File: config.mk
export PLATFORM = sky130hd
export DESIGN_NAME = head_table_rd_stage
export DESIGN_NICKNAME = d
export VERILOG_FILES = /design/src/rtl/head_table_rd_stage.sv
export SDC_FILE = /design/constraint.sdc
export NUM_CORES = 1
export LEC_CHECK = 0
export ABC_AREA = 1
export BUFFER_PORTS_ARGS = -buffer_cell sky130_fd_sc_hd__buf_4
export CORE_AREA = 2 2 159 161
export CTS_CLUSTER_SIZE = 30
export DETAILED_ROUTE_END_ITERATION = 8
export DIE_AREA = 0 0 161 163
export GPL_TIMING_DRIVEN = 0
export PLACE_DENSITY = 0.55
export SYNTH_ARGS = -nofsm -noshare
export SYNTH_HDL_FRONTEND = slang
export SYNTH_SLANG_ARGS = --single-unit
export TNS_END_PERCENT = 1
File: constraint.sdc
create_clock -name clk_i -period 5.3 [get_ports clk_i]
set_input_delay 0.795 -clock clk_i [delete_from_list [all_inputs] [get_ports clk_i]]
set_output_delay 0.795 -clock clk_i [all_outputs]
set_load 0.01 [all_outputs]
File: src/rtl/head_table_rd_stage.sv
// Head-table read stage: looks up a bucket's head pointer and merges it into the task.
// Credit counting guarantees a free output slot for every RAM read that is in flight.
package hash_table;
  localparam int BUCKET_WIDTH     = 8;
  localparam int TABLE_ADDR_WIDTH = 8;
  localparam int KEY_WIDTH        = 16;

  typedef struct packed {
    logic [KEY_WIDTH-1:0]        key;
    logic [BUCKET_WIDTH-1:0]     bucket;
    logic [TABLE_ADDR_WIDTH-1:0] head_ptr;
    logic                        head_ptr_val;
  } ht_pdata_t;
endpackage

module head_table_rd_stage #(
  parameter int RAM_LATENCY  = 2,
  parameter int BUCKET_WIDTH = hash_table::BUCKET_WIDTH,
  parameter int A_WIDTH      = hash_table::TABLE_ADDR_WIDTH,
  parameter int FIFO_DEPTH   = RAM_LATENCY + 2
) (
  input  logic                  clk_i,
  input  logic                  rst_i,
  input  hash_table::ht_pdata_t task_i,
  input  logic                  task_valid_i,
  output logic                  task_ready_o,
  output logic [BUCKET_WIDTH-1:0] ht_rd_addr_o,
  output logic                  ht_rd_en_o,
  input  logic [A_WIDTH:0]      ht_rd_data_i,
  output hash_table::ht_pdata_t task_o,
  output logic                  task_valid_o,
  input  logic                  task_ready_i,
  output logic                  busy_o
);
  localparam int CW = $clog2(FIFO_DEPTH + 1);
  localparam int PW = (FIFO_DEPTH > 1) ? $clog2(FIFO_DEPTH) : 1;
  localparam logic [CW-1:0] C_DEPTH = CW'(FIFO_DEPTH);
  localparam logic [CW-1:0] C_ONE   = CW'(1);
  localparam logic [PW-1:0] P_LAST  = PW'(FIFO_DEPTH - 1);
  localparam logic [PW-1:0] P_ONE   = PW'(1);

  logic [CW-1:0]          r_cnt;
  logic [RAM_LATENCY-1:0] r_sr_vld;
  hash_table::ht_pdata_t  r_sr_task [RAM_LATENCY];
  hash_table::ht_pdata_t  r_mem [FIFO_DEPTH];
  logic [PW-1:0]          r_wr_ptr;
  logic [PW-1:0]          r_rd_ptr;
  logic [CW-1:0]          r_mem_cnt;
  hash_table::ht_pdata_t  r_out;
  logic                   r_out_vld;

  logic                  w_accept;
  logic                  w_pop;
  logic                  w_wr;
  logic                  w_load;
  logic                  w_mem_empty;
  logic                  w_bypass;
  logic                  w_mem_push;
  logic                  w_mem_pop;
  hash_table::ht_pdata_t w_wr_task;

  function automatic logic [PW-1:0] f_next(input logic [PW-1:0] p);
    return (p == P_LAST) ? '0 : p + P_ONE;
  endfunction

  assign task_ready_o = (r_cnt < C_DEPTH);
  assign w_accept     = task_valid_i && task_ready_o;
  assign w_pop        = r_out_vld && task_ready_i;
  assign ht_rd_en_o   = w_accept;
  assign ht_rd_addr_o = w_accept ? task_i.bucket : '0;
  assign busy_o       = (r_cnt != '0);
  assign task_o       = r_out;
  assign task_valid_o = r_out_vld;

  always_comb begin
    w_wr_task              = r_sr_task[RAM_LATENCY-1];
    w_wr_task.head_ptr     = ht_rd_data_i[A_WIDTH-1:0];
    w_wr_task.head_ptr_val = ht_rd_data_i[A_WIDTH];
  end

  // The output register is the head of the FIFO; r_mem holds the entries behind it.
  assign w_wr        = r_sr_vld[RAM_LATENCY-1];
  assign w_load      = !r_out_vld || w_pop;
  assign w_mem_empty = (r_mem_cnt == '0);
  assign w_bypass    = w_wr && w_load && w_mem_empty;
  assign w_mem_push  = w_wr && !w_bypass;
  assign w_mem_pop   = w_load && !w_mem_empty;

  // Task payloads need no reset: every consumer is qualified by a cleared valid.
  always_ff @(posedge clk_i) begin
    r_sr_task[0] <= task_i;
    for (int i = 1; i < RAM_LATENCY; i++) r_sr_task[i] <= r_sr_task[i-1];
    if (w_mem_push) r_mem[r_wr_ptr] <= w_wr_task;
  end

  always_ff @(posedge clk_i or posedge rst_i) begin
    if (rst_i) begin
      r_sr_vld  <= '0;
      r_wr_ptr  <= '0;
      r_rd_ptr  <= '0;
      r_mem_cnt <= '0;
      r_out     <= '0;
      r_out_vld <= 1'b0;
      r_cnt     <= '0;
    end else begin
      r_sr_vld[0] <= w_accept;
      for (int i = 1; i < RAM_LATENCY; i++) r_sr_vld[i] <= r_sr_vld[i-1];

      if (w_mem_push) r_wr_ptr <= f_next(r_wr_ptr);
      if (w_mem_pop)  r_rd_ptr <= f_next(r_rd_ptr);
      if (w_mem_push && !w_mem_pop)      r_mem_cnt <= r_mem_cnt + C_ONE;
      else if (!w_mem_push && w_mem_pop) r_mem_cnt <= r_mem_cnt - C_ONE;

      if (w_load) begin
        if (!w_mem_empty) begin
          r_out     <= r_mem[r_rd_ptr];
          r_out_vld <= 1'b1;
        end else if (w_wr) begin
          r_out     <= w_wr_task;
          r_out_vld <= 1'b1;
        end else begin
          r_out_vld <= 1'b0;
        end
      end

      if (w_accept && !w_pop)      r_cnt <= r_cnt + C_ONE;
      else if (!w_accept && w_pop) r_cnt <= r_cnt - C_ONE;
    end
  end
endmodule

After elaboration in Yosys (flattened, before gate mapping):

Memories as Yosys holds them, arrays and structs flattened.
Index checks and enable logic that the tools add are counted.

* register bits after elaboration: 46
* latch bits: 0
* RAM bits: 198
* memory bits (read-only): 0
* bits of input ports: 46
* output and inout bits: 45
* memories: 2

* add/subtract/negate cells: 6
* $mul: 0
* divide/modulo/power cells: 0
* order comparisons: 1
* eq/ne operators: 3
* shift operators: 0
* muxes and demuxes: 13
* bitwise operators: 0
* reductions and logical operators: 23

Memory list
* r_mem: depth 4, width 33, rd ports 1, clocked after memory_dff 0, write ports 1, RTL line 45 `hash_table::ht_pdata_t r_mem [FIFO_DEPTH];`
* r_sr_task: depth 2, width 33, rd ports 2, clocked after memory_dff 0, write ports 2, RTL line 44 `hash_table::ht_pdata_t r_sr_task [RAM_LATENCY];`

Operators with widths (number)
* 2-to-1 mux 33 bit: 2
* 2-to-1 mux 3 bit: 4
* logical AND 1 bit: 10
* 2-to-1 mux 8 bit: 1
* zero test 1 bit: 7
* adder 3 x 1 -> 3 bit (second input constant): 2
* subtractor 3 x 1 -> 3 bit (second input constant): 2
* adder 2 x 1 -> 2 bit (second input constant): 2
* == test 2 bit (second input constant): 2
* 2-to-1 mux 1 bit: 4
* 2-to-1 mux 2 bit: 2
* nonzero test 2 bit: 2
* zero test 3 bit: 1
* less-than comparator 3 bit (second input constant): 1
* nonzero test 3 bit: 1
* inequality test 2 bit (second input constant): 1
* AND reduction 2 bit: 1
* logical OR 1 bit: 1

Logic depth before layout (Yosys ltp):

* depth after elaboration: 10
* gate-level depth with buffers: 12
* mapped depth without buffers: 12

Worst setup path after synthesis:

Ideal clock, no wire load.

* path type: input -> register
* start: input task_ready_i
* end: memory r_mem[0][0] in the netlist's numbering (enable)
* setup time: 0.423 ns
* data arrival time: 2.544 ns
* data required time: 4.877 ns
* setup slack: 2.333 ns
* cell stages on the path: 5
* cell sequence: inv_1 > nand2_1 > nand3_1 > nand2_1 > nor2_1

* word-level cells in the longest chain between the ends: 8

RTL lines
* start: declaration: RTL line 32 `input logic task_ready_i,`
* logical AND 1 bit: RTL line 68 `assign w_pop = r_out_vld && task_ready_i;`
* logical OR 1 bit: RTL line 83 `assign w_load = !r_out_vld || w_pop;`
* logical AND 1 bit (2 in series): RTL line 85 `assign w_bypass = w_wr && w_load && w_mem_empty;`
* zero test 1 bit: RTL line 86 `assign w_mem_push = w_wr && !w_bypass;`
* logical AND 1 bit: RTL line 86
* 2-to-1 mux 1 bit: RTL line 93 `if (w_mem_push) r_mem[r_wr_ptr] <= w_wr_task;`
* 2-to-1 mux 1 bit (implied by the code): RTL line 93
* end: declaration: RTL line 45

Every way passes these cells.

Worst setup path after layout:

* start: register r_cnt[2]
* end: output ht_rd_en_o

* word-level cells in the longest chain between the ends: 2

RTL lines
* start: declaration: RTL line 42 `logic [CW-1:0] r_cnt;`
* start signal: assignment: RTL line 126 `if (w_accept && !w_pop) r_cnt <= r_cnt + C_ONE;`
* start signal: assignment: RTL line 127 `else if (!w_accept && w_pop) r_cnt <= r_cnt - C_ONE;`
* less-than comparator 3 bit: RTL line 66 `assign task_ready_o = (r_cnt < C_DEPTH);`
* logical AND 1 bit: RTL line 67 `assign w_accept = task_valid_i && task_ready_o;`
* end: declaration: RTL line 28 `output logic ht_rd_en_o,`

Every way passes these cells.

==> metrics.md <==
| Metric | Value |
|---|---|
| Area of the die | `0.0262 mm^2` |
| Clock tree from TritonCTS | `done` |
| Reported max-cap violation count | `0` |
| CTS root buf | `sky130_fd_sc_hd__clkbuf_16` |
| Wirelength, routed | `18300 um` |
| Final Hold Vio Count | `0` |
| Die boundary width | `161 um` |
| Core Region | `0.0247 mm^2` |
| Vias in the first global route | `5360` |
| Sequential share of the synthesized area | `71.7%` |
| Weighted congestion reported at the end of routability-driven placement | `0.708` |
| Antenna-violating nets left | `0` |
| Final-layout setup total negative slack | `0 ns` |
| Post-route cell area | `0.0104 mm^2` |
| WP data required | `4.51 ns` |
| Number of placed instances, taps included | `1195` |
| Pin count of the biggest net entering global routing | `37` |
| Clock edge transition at the registers on the reported setup and hold paths | `0.06 ns` |
| Register area | `0.00608 mm^2` |
| Path type of the worst min-delay path | `in -> async` |
| Number of synthesis warnings | `0` |
| Worst setup slack after placement | `2.56 ns` |
| Htree depth | `1` |
| TritonCTS Buffers | `25` |
| Buffer depth of the longest clock path | `3` |
| Non-filler cells in the finished layout | `1240` |
| Area of combinational cells with multiple inputs | `0.00208 mm^2` |
| Global route total overflow | `0` |
| Unrepaired setup endpoints after global routing | `no` |
| IO Port Bufs | `81` |
| First-pass GRT wire length | `29300 um` |
| Worst slew margin relative to its limit | `58.2%` |
| Initial cell density of the core | `34.3%` |
| Area of placed instances | `0.00964 mm^2` |
| Number of antenna violations at the first check in global routing | `0` |
| Remaining DRCs | `0` |
| Post-synthesis cell area | `0.00847 mm^2` |
| Mean cell area of the mapped netlist | `10.9 um^2` |
| Antenna diodes | `0` |
| Final HPWL DP | `11600 um` |
| Depth of the worst register-to-register path | `9` |
| Number of buffers added to fix hold violations after cts | `0` |
| Number of inserted filler cells in the final layout | `2392` |
| Proportion of layout cells with a drive suffix above 1 | `18.1%` |
| Router iterations before antenna repair | `4` |
| Measured slew at the worst slew-check pin | `0.626 ns` |
| Crit share post-route | `44.7%` |
| Number of standard cells after synthesis | `779` |
| Data arrival time of the critical path | `1.57 ns` |
| Number of resized instances in the post-cts repair step | `0` |
| Pwr dens | `585 mW/mm^2` |
| Largest fanout of any net on the critical path | `9` |
| Worst reg-to-reg setup slack | `3.10 ns` |
| Starting DRC count in detailed routing | `296` |
| Ratio of routed vias to standard cells | `4.36` |
| Core Rows | `58` |
| Leakage power summed over all cells | `4.56 nW` |
| Buffers inserted by post-CTS timing repair | `0` |
| Register bit count reported by yosys | `226` |
| WL per Instance | `14.7 um` |
| Slew Viols, Final | `0` |
| Final setup vio count | `0` |
| Die Y | `163 um` |
| Clk Latency, worst-skew pair | `0.50 ns` |
| Number of nets in the finished design | `947` |
| Worst Clk Skew | `0.0115 ns` |
| Count of clock tree sinks | `226` |
| Total routing usage reported by global routing | `14.2%` |
| Status | `completed` |
| Fin crit period | `2.37 ns` |
| Unique masters post-synth | `21` |
| Maximum vdd drop | `0.224 mV` |
| Synth Net Count | `834` |
| Achievable clock frequency | `422 MHz` |
| Area added between synthesis and finish | `23.2%` |
| Sort of element at the start of the critical path | `register` |
| IO Pins | `91` |
| Setup slack of the critical path after layout | `2.93 ns` |
| Capture instance of the worst register-to-register path | `r_mem_cnt[1]` |
| Count of vias placed by the detailed router | `5407` |
| Worst Setup Path Type | `reg -> out` |
| Launch instance of the worst register-to-register path | `r_mem_cnt[0]` |
| Category of the worst setup path capture point | `output pin` |
cell families after synthesis:
kind of cell	Yosys count	share of synthesized area, %
flip-flops	226	71.7
buffers and inverters	65	4.11
adder cells (fa/ha/maj)	9	1.51
AND/OR/NAND/NOR	471	22.0
XOR/XNOR	4	0.414
AO/OA/AOI/OAI	4	0.236
sequential cells by signal, summed over array words and instances (netlist names):
register,flops
r_cnt,3
r_mem,132
r_mem_cnt,3
r_rd_ptr,2
r_sr_task,48
r_sr_vld,2
r_wr_ptr,2
task_o,33
task_valid_o,1
how the worst max path moves through the flow:
stage	from	end	slack (ns)
detailed placement	task_ready_i	r_mem_cnt[2]	2.56
CTS	r_cnt[2]	ht_rd_en_o	2.85
global placement	task_ready_i	r_mem[2][31]	0.90
global route	r_cnt[2]	ht_rd_en_o	2.75
finish	r_cnt[2]	ht_rd_en_o	2.93
floorplan	task_ready_i	r_mem[0][0]	2.33
power by group:
group	switching, mW	internal, mW
combinational	1.32	0.781
sequential	0.148	2.22
clock	0.643	0.997
per-layer routing:
metal	vias to the layer above	GRT usage (%)	part of all wire, %
met5	-	0	0
met4	0	3.57	1.8
met3	28	2.34	5.3
met2	114	23.4	46
met1	2518	19.8	47
li1	2747	-	-
Yosys cell counts:
library cell | count | area [um^2]
sky130_fd_sc_hd__a21oi_1 | 2 | 10.0
sky130_fd_sc_hd__buf_1 | 2 | 7.51
sky130_fd_sc_hd__buf_2 | 23 | 115
sky130_fd_sc_hd__buf_4 | 2 | 15.0
sky130_fd_sc_hd__buf_6 | 9 | 101
sky130_fd_sc_hd__dfrtp_1 | 46 | 1150
sky130_fd_sc_hd__dfxtp_1 | 48 | 961
sky130_fd_sc_hd__edfxtp_1 | 132 | 3960
sky130_fd_sc_hd__fa_1 | 2 | 40.0
sky130_fd_sc_hd__ha_1 | 7 | 87.6
sky130_fd_sc_hd__inv_1 | 27 | 101
sky130_fd_sc_hd__inv_2 | 2 | 7.51
sky130_fd_sc_hd__nand2_1 | 316 | 1190
sky130_fd_sc_hd__nand2_2 | 1 | 6.26
sky130_fd_sc_hd__nand3_1 | 70 | 350
sky130_fd_sc_hd__nand4_1 | 1 | 6.26
sky130_fd_sc_hd__nor2_1 | 82 | 308
sky130_fd_sc_hd__nor2_2 | 1 | 6.26
sky130_fd_sc_hd__o21ai_0 | 2 | 10.0
sky130_fd_sc_hd__xnor2_1 | 3 | 26.3
sky130_fd_sc_hd__xor2_1 | 1 | 8.76
placed cells by master (no fill, tap or decap):
cell type / count
sky130_fd_sc_hd__fa_1: 2
sky130_fd_sc_hd__clkbuf_8: 6
sky130_fd_sc_hd__dfxtp_1: 48
sky130_fd_sc_hd__nor2_2: 1
sky130_fd_sc_hd__nand4_1: 1
sky130_fd_sc_hd__buf_4: 83
sky130_fd_sc_hd__o21ai_0: 2
sky130_fd_sc_hd__inv_2: 3
sky130_fd_sc_hd__buf_2: 23
sky130_fd_sc_hd__clkbuf_1: 7
sky130_fd_sc_hd__bufinv_16: 1
sky130_fd_sc_hd__nand3_1: 70
sky130_fd_sc_hd__clkbuf_16: 25
sky130_fd_sc_hd__nand2_1: 316
sky130_fd_sc_hd__xor2_1: 1
sky130_fd_sc_hd__nor2_1: 78
sky130_fd_sc_hd__ha_1: 7
sky130_fd_sc_hd__buf_16: 3
sky130_fd_sc_hd__buf_6: 9
sky130_fd_sc_hd__buf_12: 2
sky130_fd_sc_hd__xnor2_1: 3
sky130_fd_sc_hd__buf_1: 2
sky130_fd_sc_hd__nand2_2: 1
sky130_fd_sc_hd__clkinv_2: 4
sky130_fd_sc_hd__inv_1: 26
sky130_fd_sc_hd__clkinv_1: 2
sky130_fd_sc_hd__edfxtp_1: 132
sky130_fd_sc_hd__dfrtp_1: 46
sky130_fd_sc_hd__a21oi_1: 2
sky130_fd_sc_hd__nor2_4: 4
final cells by class:
| class | count | area share (%) |
|---|---|---|
| plain buffers | 36 | 2.29 |
| clock buffers | 38 | 7.04 |
| multi-input cells | 488 | 19.9 |
| repair buffers | 86 | 7.00 |
| inverters | 29 | 1.04 |
| clock inverters | 7 | 0.552 |
| well taps | 330 | 3.96 |
| flip-flops and latches | 226 | 58.2 |
critical path, cell delays in order, from the launching register on:
cell                      delay [ns]
sky130_fd_sc_hd__dfrtp_1        0.35
sky130_fd_sc_hd__inv_1          0.14
sky130_fd_sc_hd__nand2_1        0.23
sky130_fd_sc_hd__inv_1          0.20
sky130_fd_sc_hd__buf_4          0.15
through the flow:
stage	hold WS (ns)	power [mW]	utilization [%]
final	0.241	6.10	42.3
after global routing	0.244	6.57	42.3
after CTS	0.230	6.20	42.3
after detailed placement	0.312	4.53	39.1
after global placement	0.312	4.47	38.5
after floorplan	0.310	3.72	-
No activity file was read; power rests on OpenSTA's default activity.
